==> config.mk <==
export PLATFORM = sky130hd
export DESIGN_NAME = jtag_scan_sequencer_flat
export DESIGN_NICKNAME = d
export VERILOG_FILES = /design/src/rtl/jtag_scan_sequencer_if.sv /design/src/rtl/jtag_scan_sequencer.sv /design/src/flat_wrapper.sv
export SDC_FILE = /design/constraint.sdc
export NUM_CORES = 1
export LEC_CHECK = 0
export BUFFER_PORTS_ARGS = -buffer_cell sky130_fd_sc_hd__buf_4
export CAP_MARGIN = 20
export CORE_MARGIN = 2
export CORE_UTILIZATION = 50
export CTS_CLUSTER_DIAMETER = 30
export DETAILED_ROUTE_END_ITERATION = 8
export PLACE_DENSITY = 0.73
export SETUP_SLACK_MARGIN = 0.5
export SLEW_MARGIN = 15
export SYNTH_ARGS = -nofsm -noshare
export SYNTH_HDL_FRONTEND = slang
export SYNTH_SLANG_ARGS = --single-unit
export TNS_END_PERCENT = 30
==> constraint.sdc <==
create_clock -name tck -period 3.7 [get_ports tck]
set_clock_uncertainty 0.1 [all_clocks]
set_input_delay 0.74 -clock tck [delete_from_list [all_inputs] [get_ports tck]]
set_output_delay 0.74 -clock tck [all_outputs]
set_load 0.03 [all_outputs]
==> src/rtl/jtag_scan_sequencer_if.sv <==
// Command/response bundle between a scan client and jtag_scan_sequencer.
interface jtag_scan_sequencer_if #(
    parameter int MAXLEN = 32,
    parameter int CNTW   = $clog2(MAXLEN + 1)
);
    logic              cmd_valid;
    logic              cmd_ready;
    logic [1:0]        cmd_op;
    logic [CNTW-1:0]   cmd_len;
    logic [MAXLEN-1:0] cmd_data;
    logic              rsp_valid;
    logic              rsp_err;
    logic [MAXLEN-1:0] rsp_data;

    modport master (output cmd_valid, cmd_op, cmd_len, cmd_data,
                    input  cmd_ready, rsp_valid, rsp_err, rsp_data);
    modport slave  (input  cmd_valid, cmd_op, cmd_len, cmd_data,
                    output cmd_ready, rsp_valid, rsp_err, rsp_data);
endinterface

==> src/rtl/jtag_scan_sequencer.sv <==
// JTAG master: expands reset/IR/DR/idle commands into registered TMS/TDI
// streams, captures TDO and mirrors the target TAP state cycle by cycle.
module jtag_scan_sequencer #(
    parameter int MAXLEN = 32,
    parameter int CNTW   = $clog2(MAXLEN + 1)
) (
    input  logic                 tck,
    input  logic                 trst,
    jtag_scan_sequencer_if.slave bus,
    output logic                 tms,
    output logic                 tdi,
    input  logic                 tdo,
    output logic                 busy,
    output logic [3:0]           tap_state
);
    localparam logic [1:0]      OP_RESET = 2'd0;
    localparam logic [1:0]      OP_IR    = 2'd1;
    localparam logic [1:0]      OP_IDLE  = 2'd3;
    localparam logic [CNTW-1:0] MAXL     = CNTW'(MAXLEN);
    localparam logic [CNTW-1:0] ONE      = CNTW'(1);
    localparam logic [CNTW-1:0] RST_LAST = CNTW'(5);

    typedef enum logic [3:0] {
        RST_SEQ, IDLE, SEL_DR, SEL_IR, CAPTURE, SHIFT, EXIT1, UPDATE, IDLE_CNT, ERR
    } state_t;

    state_t            state, state_n;
    logic [CNTW-1:0]   cnt, cnt_n, len_q;
    logic              cap_ph, cap_ph_n, ir_q, ir_n, rst_cmd, rst_cmd_n;
    logic              done_n, err_n, accept, shift_en, load_rsp, tms_n, tdi_n;
    logic              rsp_valid_q, rsp_err_q;
    logic [MAXLEN-1:0] data_sh, cap, rsp_data_q;

    function automatic logic [3:0] tap_next(input logic [3:0] s, input logic m);
        case (s)
            4'hF: tap_next = m ? 4'hF : 4'hC;
            4'hC: tap_next = m ? 4'h7 : 4'hC;
            4'h7: tap_next = m ? 4'h4 : 4'h6;
            4'h6: tap_next = m ? 4'h1 : 4'h2;
            4'h2: tap_next = m ? 4'h1 : 4'h2;
            4'h1: tap_next = m ? 4'h5 : 4'h3;
            4'h3: tap_next = m ? 4'h0 : 4'h3;
            4'h0: tap_next = m ? 4'h5 : 4'h2;
            4'h5: tap_next = m ? 4'h7 : 4'hC;
            4'h4: tap_next = m ? 4'hF : 4'hE;
            4'hE: tap_next = m ? 4'h9 : 4'hA;
            4'hA: tap_next = m ? 4'h9 : 4'hA;
            4'h9: tap_next = m ? 4'hD : 4'hB;
            4'hB: tap_next = m ? 4'h8 : 4'hB;
            4'h8: tap_next = m ? 4'hD : 4'hA;
            4'hD: tap_next = m ? 4'h7 : 4'hC;
            default: tap_next = 4'hF;
        endcase
    endfunction

    // ERR is the one-cycle error response; it accepts commands like IDLE.
    assign bus.cmd_ready = (state == IDLE) || (state == ERR);
    assign busy          = !bus.cmd_ready;
    assign bus.rsp_valid = rsp_valid_q;
    assign bus.rsp_err   = rsp_err_q;
    assign bus.rsp_data  = rsp_data_q;

    always_comb begin
        state_n   = state;
        cnt_n     = cnt;
        cap_ph_n  = cap_ph;
        ir_n      = ir_q;
        rst_cmd_n = rst_cmd;
        done_n    = 1'b0;
        err_n     = 1'b0;
        accept    = 1'b0;
        shift_en  = 1'b0;
        load_rsp  = 1'b0;
        case (state)
            IDLE, ERR: begin
                state_n = IDLE;
                if (bus.cmd_valid) begin
                    accept = 1'b1;
                    if (bus.cmd_op == OP_RESET) begin
                        state_n   = RST_SEQ;
                        cnt_n     = '0;
                        rst_cmd_n = 1'b1;
                    end else if (bus.cmd_len == '0 ||
                                 (bus.cmd_op != OP_IDLE && bus.cmd_len > MAXL)) begin
                        state_n = ERR;
                        done_n  = 1'b1;
                        err_n   = 1'b1;
                    end else begin
                        state_n = (bus.cmd_op == OP_IDLE) ? IDLE_CNT : SEL_DR;
                        cnt_n   = bus.cmd_len - ONE;
                        ir_n    = (bus.cmd_op == OP_IR);
                    end
                end
            end
            RST_SEQ: begin
                if (cnt == RST_LAST) begin
                    state_n   = IDLE;
                    done_n    = rst_cmd;
                    rst_cmd_n = 1'b0;
                end else begin
                    cnt_n = cnt + ONE;
                end
            end
            SEL_DR: begin
                state_n  = ir_q ? SEL_IR : CAPTURE;
                cap_ph_n = 1'b0;
            end
            SEL_IR: begin
                state_n  = CAPTURE;
                cap_ph_n = 1'b0;
            end
            // Two zeros: Select->Capture, then Capture->Shift.
            CAPTURE: begin
                if (cap_ph) state_n = SHIFT;
                else        cap_ph_n = 1'b1;
            end
            SHIFT: begin
                shift_en = 1'b1;
                if (cnt == '0) state_n = EXIT1;
                else           cnt_n   = cnt - ONE;
            end
            EXIT1:  state_n = UPDATE;
            UPDATE: begin
                state_n  = IDLE;
                done_n   = 1'b1;
                load_rsp = 1'b1;
            end
            IDLE_CNT: begin
                if (cnt == '0) begin
                    state_n = IDLE;
                    done_n  = 1'b1;
                end else begin
                    cnt_n = cnt - ONE;
                end
            end
            default: state_n = RST_SEQ;
        endcase

        // TMS/TDI are registered, so they are decoded from the state being entered.
        tms_n = 1'b0;
        tdi_n = 1'b0;
        case (state_n)
            RST_SEQ:               tms_n = (cnt_n != RST_LAST);
            SEL_DR, SEL_IR, EXIT1: tms_n = 1'b1;
            SHIFT: begin
                tms_n = (cnt_n == '0);
                tdi_n = (state == SHIFT) ? data_sh[1] : data_sh[0];
            end
            default: ;
        endcase
    end

    always_ff @(posedge tck or negedge trst) begin
        if (!trst) begin
            state       <= RST_SEQ;
            cnt         <= '0;
            cap_ph      <= 1'b0;
            ir_q        <= 1'b0;
            rst_cmd     <= 1'b0;
            tms         <= 1'b1;
            tdi         <= 1'b0;
            tap_state   <= 4'hF;
            len_q       <= '0;
            data_sh     <= '0;
            cap         <= '0;
            rsp_valid_q <= 1'b0;
            rsp_err_q   <= 1'b0;
            rsp_data_q  <= '0;
        end else begin
            state       <= state_n;
            cnt         <= cnt_n;
            cap_ph      <= cap_ph_n;
            ir_q        <= ir_n;
            rst_cmd     <= rst_cmd_n;
            tms         <= tms_n;
            tdi         <= tdi_n;
            tap_state   <= tap_next(tap_state, tms);
            rsp_valid_q <= done_n;
            rsp_err_q   <= err_n;
            if (accept) begin
                len_q   <= bus.cmd_len;
                data_sh <= bus.cmd_data;
                cap     <= '0;
            end
            if (shift_en) begin
                data_sh <= data_sh >> 1;
                cap     <= {tdo, cap[MAXLEN-1:1]};
            end
            // Captured bits enter at the MSB; right-align them to bit 0.
            if (load_rsp) rsp_data_q <= cap >> (MAXL - len_q);
        end
    end
endmodule
==> src/flat_wrapper.sv <==
// flat-port wrapper written by rule: the top's interface ports become plain ports
module jtag_scan_sequencer_flat 
#(
    parameter int MAXLEN = 32,
    parameter int CNTW   = $clog2(MAXLEN + 1)
)
  (tck, trst, tms, tdi, tdo, busy, tap_state, bus_cmd_valid, bus_cmd_op, bus_cmd_len, bus_cmd_data, bus_cmd_ready, bus_rsp_valid, bus_rsp_err, bus_rsp_data);
  jtag_scan_sequencer_if #(.MAXLEN(MAXLEN), .CNTW(CNTW)) bus_i ();
  input  logic tck;
  input  logic trst;
  output logic tms;
  output logic tdi;
  input  logic tdo;
  output logic busy;
  output logic [3:0] tap_state;
  input wire logic [$bits(bus_i.cmd_valid)-1:0] bus_cmd_valid;
  input wire logic [$bits(bus_i.cmd_op)-1:0] bus_cmd_op;
  input wire logic [$bits(bus_i.cmd_len)-1:0] bus_cmd_len;
  input wire logic [$bits(bus_i.cmd_data)-1:0] bus_cmd_data;
  output wire logic [$bits(bus_i.cmd_ready)-1:0] bus_cmd_ready;
  output wire logic [$bits(bus_i.rsp_valid)-1:0] bus_rsp_valid;
  output wire logic [$bits(bus_i.rsp_err)-1:0] bus_rsp_err;
  output wire logic [$bits(bus_i.rsp_data)-1:0] bus_rsp_data;
  assign bus_i.cmd_valid = bus_cmd_valid;
  assign bus_i.cmd_op = bus_cmd_op;
  assign bus_i.cmd_len = bus_cmd_len;
  assign bus_i.cmd_data = bus_cmd_data;
  assign bus_cmd_ready = bus_i.cmd_ready;
  assign bus_rsp_valid = bus_i.rsp_valid;
  assign bus_rsp_err = bus_i.rsp_err;
  assign bus_rsp_data = bus_i.rsp_data;
  jtag_scan_sequencer #(.MAXLEN(MAXLEN), .CNTW(CNTW)) u_core (.tck(tck), .trst(trst), .bus(bus_i), .tms(tms), .tdi(tdi), .tdo(tdo), .busy(busy), .tap_state(tap_state));
endmodule
==> results.sh <==
export IMPL_cp_start_kind="primary input"
export IMPL_clock_sink_count=123
export IMPL_setup_violations=0
export IMPL_cpPeakStageDelay_ns=0.51
export IMPL_period_needed_ns=3.08
export IMPL_crit_reg2reg_launch="u_core.len_q[2]"
export IMPL_r2r_end="u_core.bus.rsp_data[30]"
export IMPL_synthFlopType="dfrtp_1"
export IMPL_slowest_stage="or4b_4"
export IMPL_mostFrequentLayoutCell="nand2_1"
export IMPL_syn_nets=823
export IMPL_place_area_um2=7940
export IMPL_h_tree_depth=4
export IMPL_finalWeightedCongestion=0.950
export IMPL_synth_top_family_by_area="compound AO/OA/AOI/OAI gates"
export IMPL_grt_usage_pct=24.3
export IMPL_dieArea_um2=15300
export IMPL_n_antenna_cell=0
export IMPL_cts_root_buffer="clkbuf_16"
export IMPL_syn_inst=772
export IMPL_row_count=43
export IMPL_yosys_cell_types_count=68
export IMPL_crit_required_ns=3.93
export IMPL_fin_nets=887
export IMPL_crit_arrival_ns=3.31
export IMPL_tns_ns=0
export IMPL_synth_edf_count=0
export IMPL_status="finished, final reports clean"
export IMPL_muxShareOfSynthArea_pct=16.1
export IMPL_routed_wirelength_um=17700
export IMPL_synth_fa_ha_area_share_pct=1.36
export IMPL_cp_max_fo=5
export IMPL_layout_common_cells="169 x nand2_1, 118 x dfrtp_1, 105 x o21ai_0"
export IMPL_avgViaCountPerCell=5.94
export IMPL_vias=6103
export IMPL_ys_ff_latch=123
export IMPL_reg2reg_slack_ns=0.76
export IMPL_drv_slew=0
export IMPL_drt_first_pass_iters=5
export IMPL_drtIter0Drc=400
export IMPL_initial_core_util_pct=51.5
export IMPL_fin_crit_sh_pct=83.2
export IMPL_fmax_mhz=325
export IMPL_synth_warning_count=0
export IMPL_netlist_area_um2=7170
export IMPL_cp_end_kind="flip-flop"
export IMPL_ys_seq_area_share_pct=43.0
export IMPL_critPathBufInv=2
export IMPL_peakVddDrop_mv=0.418
export IMPL_synthSimpleGateAreaFrac_pct=16.6
export IMPL_post_drt_wl_per_cell_um=17.3
export IMPL_crit_family="compound AO/OA/AOI/OAI gates"
export IMPL_antenna_found_initial=0
export IMPL_power_density_nw_per_um2=867
export IMPL_grt_overflow=0
export IMPL_die_y_um=124
export IMPL_drv_cap=0
export IMPL_antenna_left=0
export IMPL_hold_viol_final=0
export IMPL_clkTransAtPathRegs_ns=0.06
export IMPL_synth_compound_area_share_pct=16.8
export IMPL_rr_worst_depth=7
export IMPL_die_x_um=124
export IMPL_dp_final_hpwl_um=12500
export IMPL_holdCritPathClass="in2async"
export IMPL_cts_tree="yes"
export IMPL_rsz0062_at_grt="yes"
export IMPL_crit_type="in2reg"
export IMPL_slew_headroom_pct=30.7
export IMPL_numCtsBuffers=17
export IMPL_grt_pass1_vias=5707
export IMPL_core_um2=13900
export IMPL_synth_area_per_cell_um2=9.29
export IMPL_worstMarginPinSlew_ns=1.04
export IMPL_critical_path_cell_chain="buf_4 > inv_1 > ha_1 > or4b_4 > mux2i_2 > o311ai_1 > a311o_1 > a211o_1 > o41a_1 > o211ai_1"
export IMPL_io_buffers=85
export IMPL_total_leakage_power_nw=3.86
export IMPL_drive_above_1_share_pct=22.0
export IMPL_drcViolationCount=0
export IMPL_clk_path_buf_depth=2
export IMPL_final_area_um2=8570
export IMPL_async_flop_share_pct=100
export IMPL_ios=86
export IMPL_grt_pass1_wl_um=28900
export IMPL_clk_latency_ns=0.42
export IMPL_synth_xor_area_share_pct=1.71
export IMPL_area_growth_synth_to_final_pct=19.4
export IMPL_grt_max_degree=129
## how the worst max path moves through the flow
stage,start,end,slack (ns),cells after the start
global placement,bus_cmd_len[0],u_core.tms,0.27,10
global route,u_core.len_q[2],u_core.bus.rsp_data[28],0.44,7
floorplan,bus_cmd_len[0],u_core.tms,0.53,10
CTS,bus_cmd_len[0],u_core.tms,0.60,10
detailed placement,bus_cmd_len[0],u_core.tms,0.18,10
finish,bus_cmd_len[0],u_core.tms,0.62,10
## through the flow
step	cells	worst slack [ns]	power, mW	utilization (%)	hold slack [ns]
after global placement	996	0.266	5.59	57.0	0.359
after floorplan	772	0.533	4.82	-	0.344
final	1027	0.621	7.43	61.5	0.163
after global routing	1027	0.436	7.92	61.5	0.186
after detailed placement	996	0.184	5.70	57.0	0.374
after CTS	1026	0.595	7.41	61.2	0.160
## area by class of cell
type / instances / area [um2]
multi-input combinational: 577 / 3820
timing repair buffer: 101 / 778
sequential: 123 / 3080
clock inverter: 7 / 115
clock buffer: 23 / 478
tap: 180 / 225
fill: 1168 / 5370
inverter: 16 / 60.1
## what timing repair did
item / 4_1_cts / 5_1_grt
setup buffers: 0 / 0
hold buffers: 0 / 0
endpoints found under the setup margin: 0 / 8
gates resized for setup: 0 / 3
## cell usage after synthesis (2+ instances only)
library cell / number / area share (%)
nor2b_1: 2 / 0.17
o211ai_1: 8 / 0.84
mux2_2: 9 / 1.4
a22o_1: 11 / 1.3
dfstp_2: 5 / 1.8
a311oi_1: 5 / 0.61
nand2b_1: 6 / 0.52
a21oi_1: 37 / 2.6
nand2_1: 169 / 8.8
a221o_2: 2 / 0.31
clkbuf_8: 2 / 0.38
nor3b_1: 4 / 0.42
buf_2: 3 / 0.21
inv_1: 16 / 0.84
mux2i_1: 60 / 8.4
o221ai_1: 5 / 0.61
a22oi_1: 7 / 0.73
and3_2: 4 / 0.42
a31oi_1: 4 / 0.35
buf_4: 2 / 0.21
or4_1: 4 / 0.42
nand3_1: 7 / 0.49
xor2_1: 7 / 0.85
nor4_1: 3 / 0.26
clkbuf_1: 42 / 2.2
buf_6: 2 / 0.31
nor2_1: 35 / 1.8
nor4b_1: 2 / 0.24
o22ai_1: 3 / 0.26
o21ai_0: 105 / 7.3
or2_2: 3 / 0.26
buf_1: 4 / 0.21
nand3b_1: 3 / 0.31
mux4_2: 20 / 6.3
dfrtp_1: 118 / 41
ha_1: 7 / 1.2
or3_1: 2 / 0.17
xnor2_1: 7 / 0.85
nor3_1: 7 / 0.49
a211oi_1: 2 / 0.21
## kinds of logic after synthesis
family	after synthesis
buffers and inverters	72
flip-flops	123
AND/OR/NAND/NOR	264
AO/OA/AOI/OAI	202
multiplexers	89
XOR/XNOR	14
adder cells (fa/ha/maj)	8
## state kept, by name, summed over array words and instances, names as in the netlist
signal and flops:
u_core.bus.rsp_data 32, u_core.tms 1, u_core.data_sh 32, u_core.cap_ph 1, u_core.rst_cmd 1, u_core.tdi 1
u_core.cap 32, u_core.ir_q 1, u_core.bus.rsp_err 1, u_core.state 4, u_core.len_q 6, u_core.cnt 6
u_core.tap_state 4, u_core.bus.rsp_valid 1
## per-layer routing
layer / up-vias / part of all wire [%] / routed length, um / GRT usage, %
met5: - / 0 / 0 / 0
met4: 0 / 1.2 / 219 / 7.39
met3: 21 / 5.2 / 918 / 5.40
met2: 189 / 47 / 8380 / 37.7
met1: 2990 / 46 / 8220 / 34.2
li1: 2903 / - / - / -
## power breakdown
part / switching [mW] / internal, mW
combinational: 2.05 / 1.44
clock: 0.577 / 1.10
sequential: 0.474 / 1.79
(Power assumes the default switching activity.)
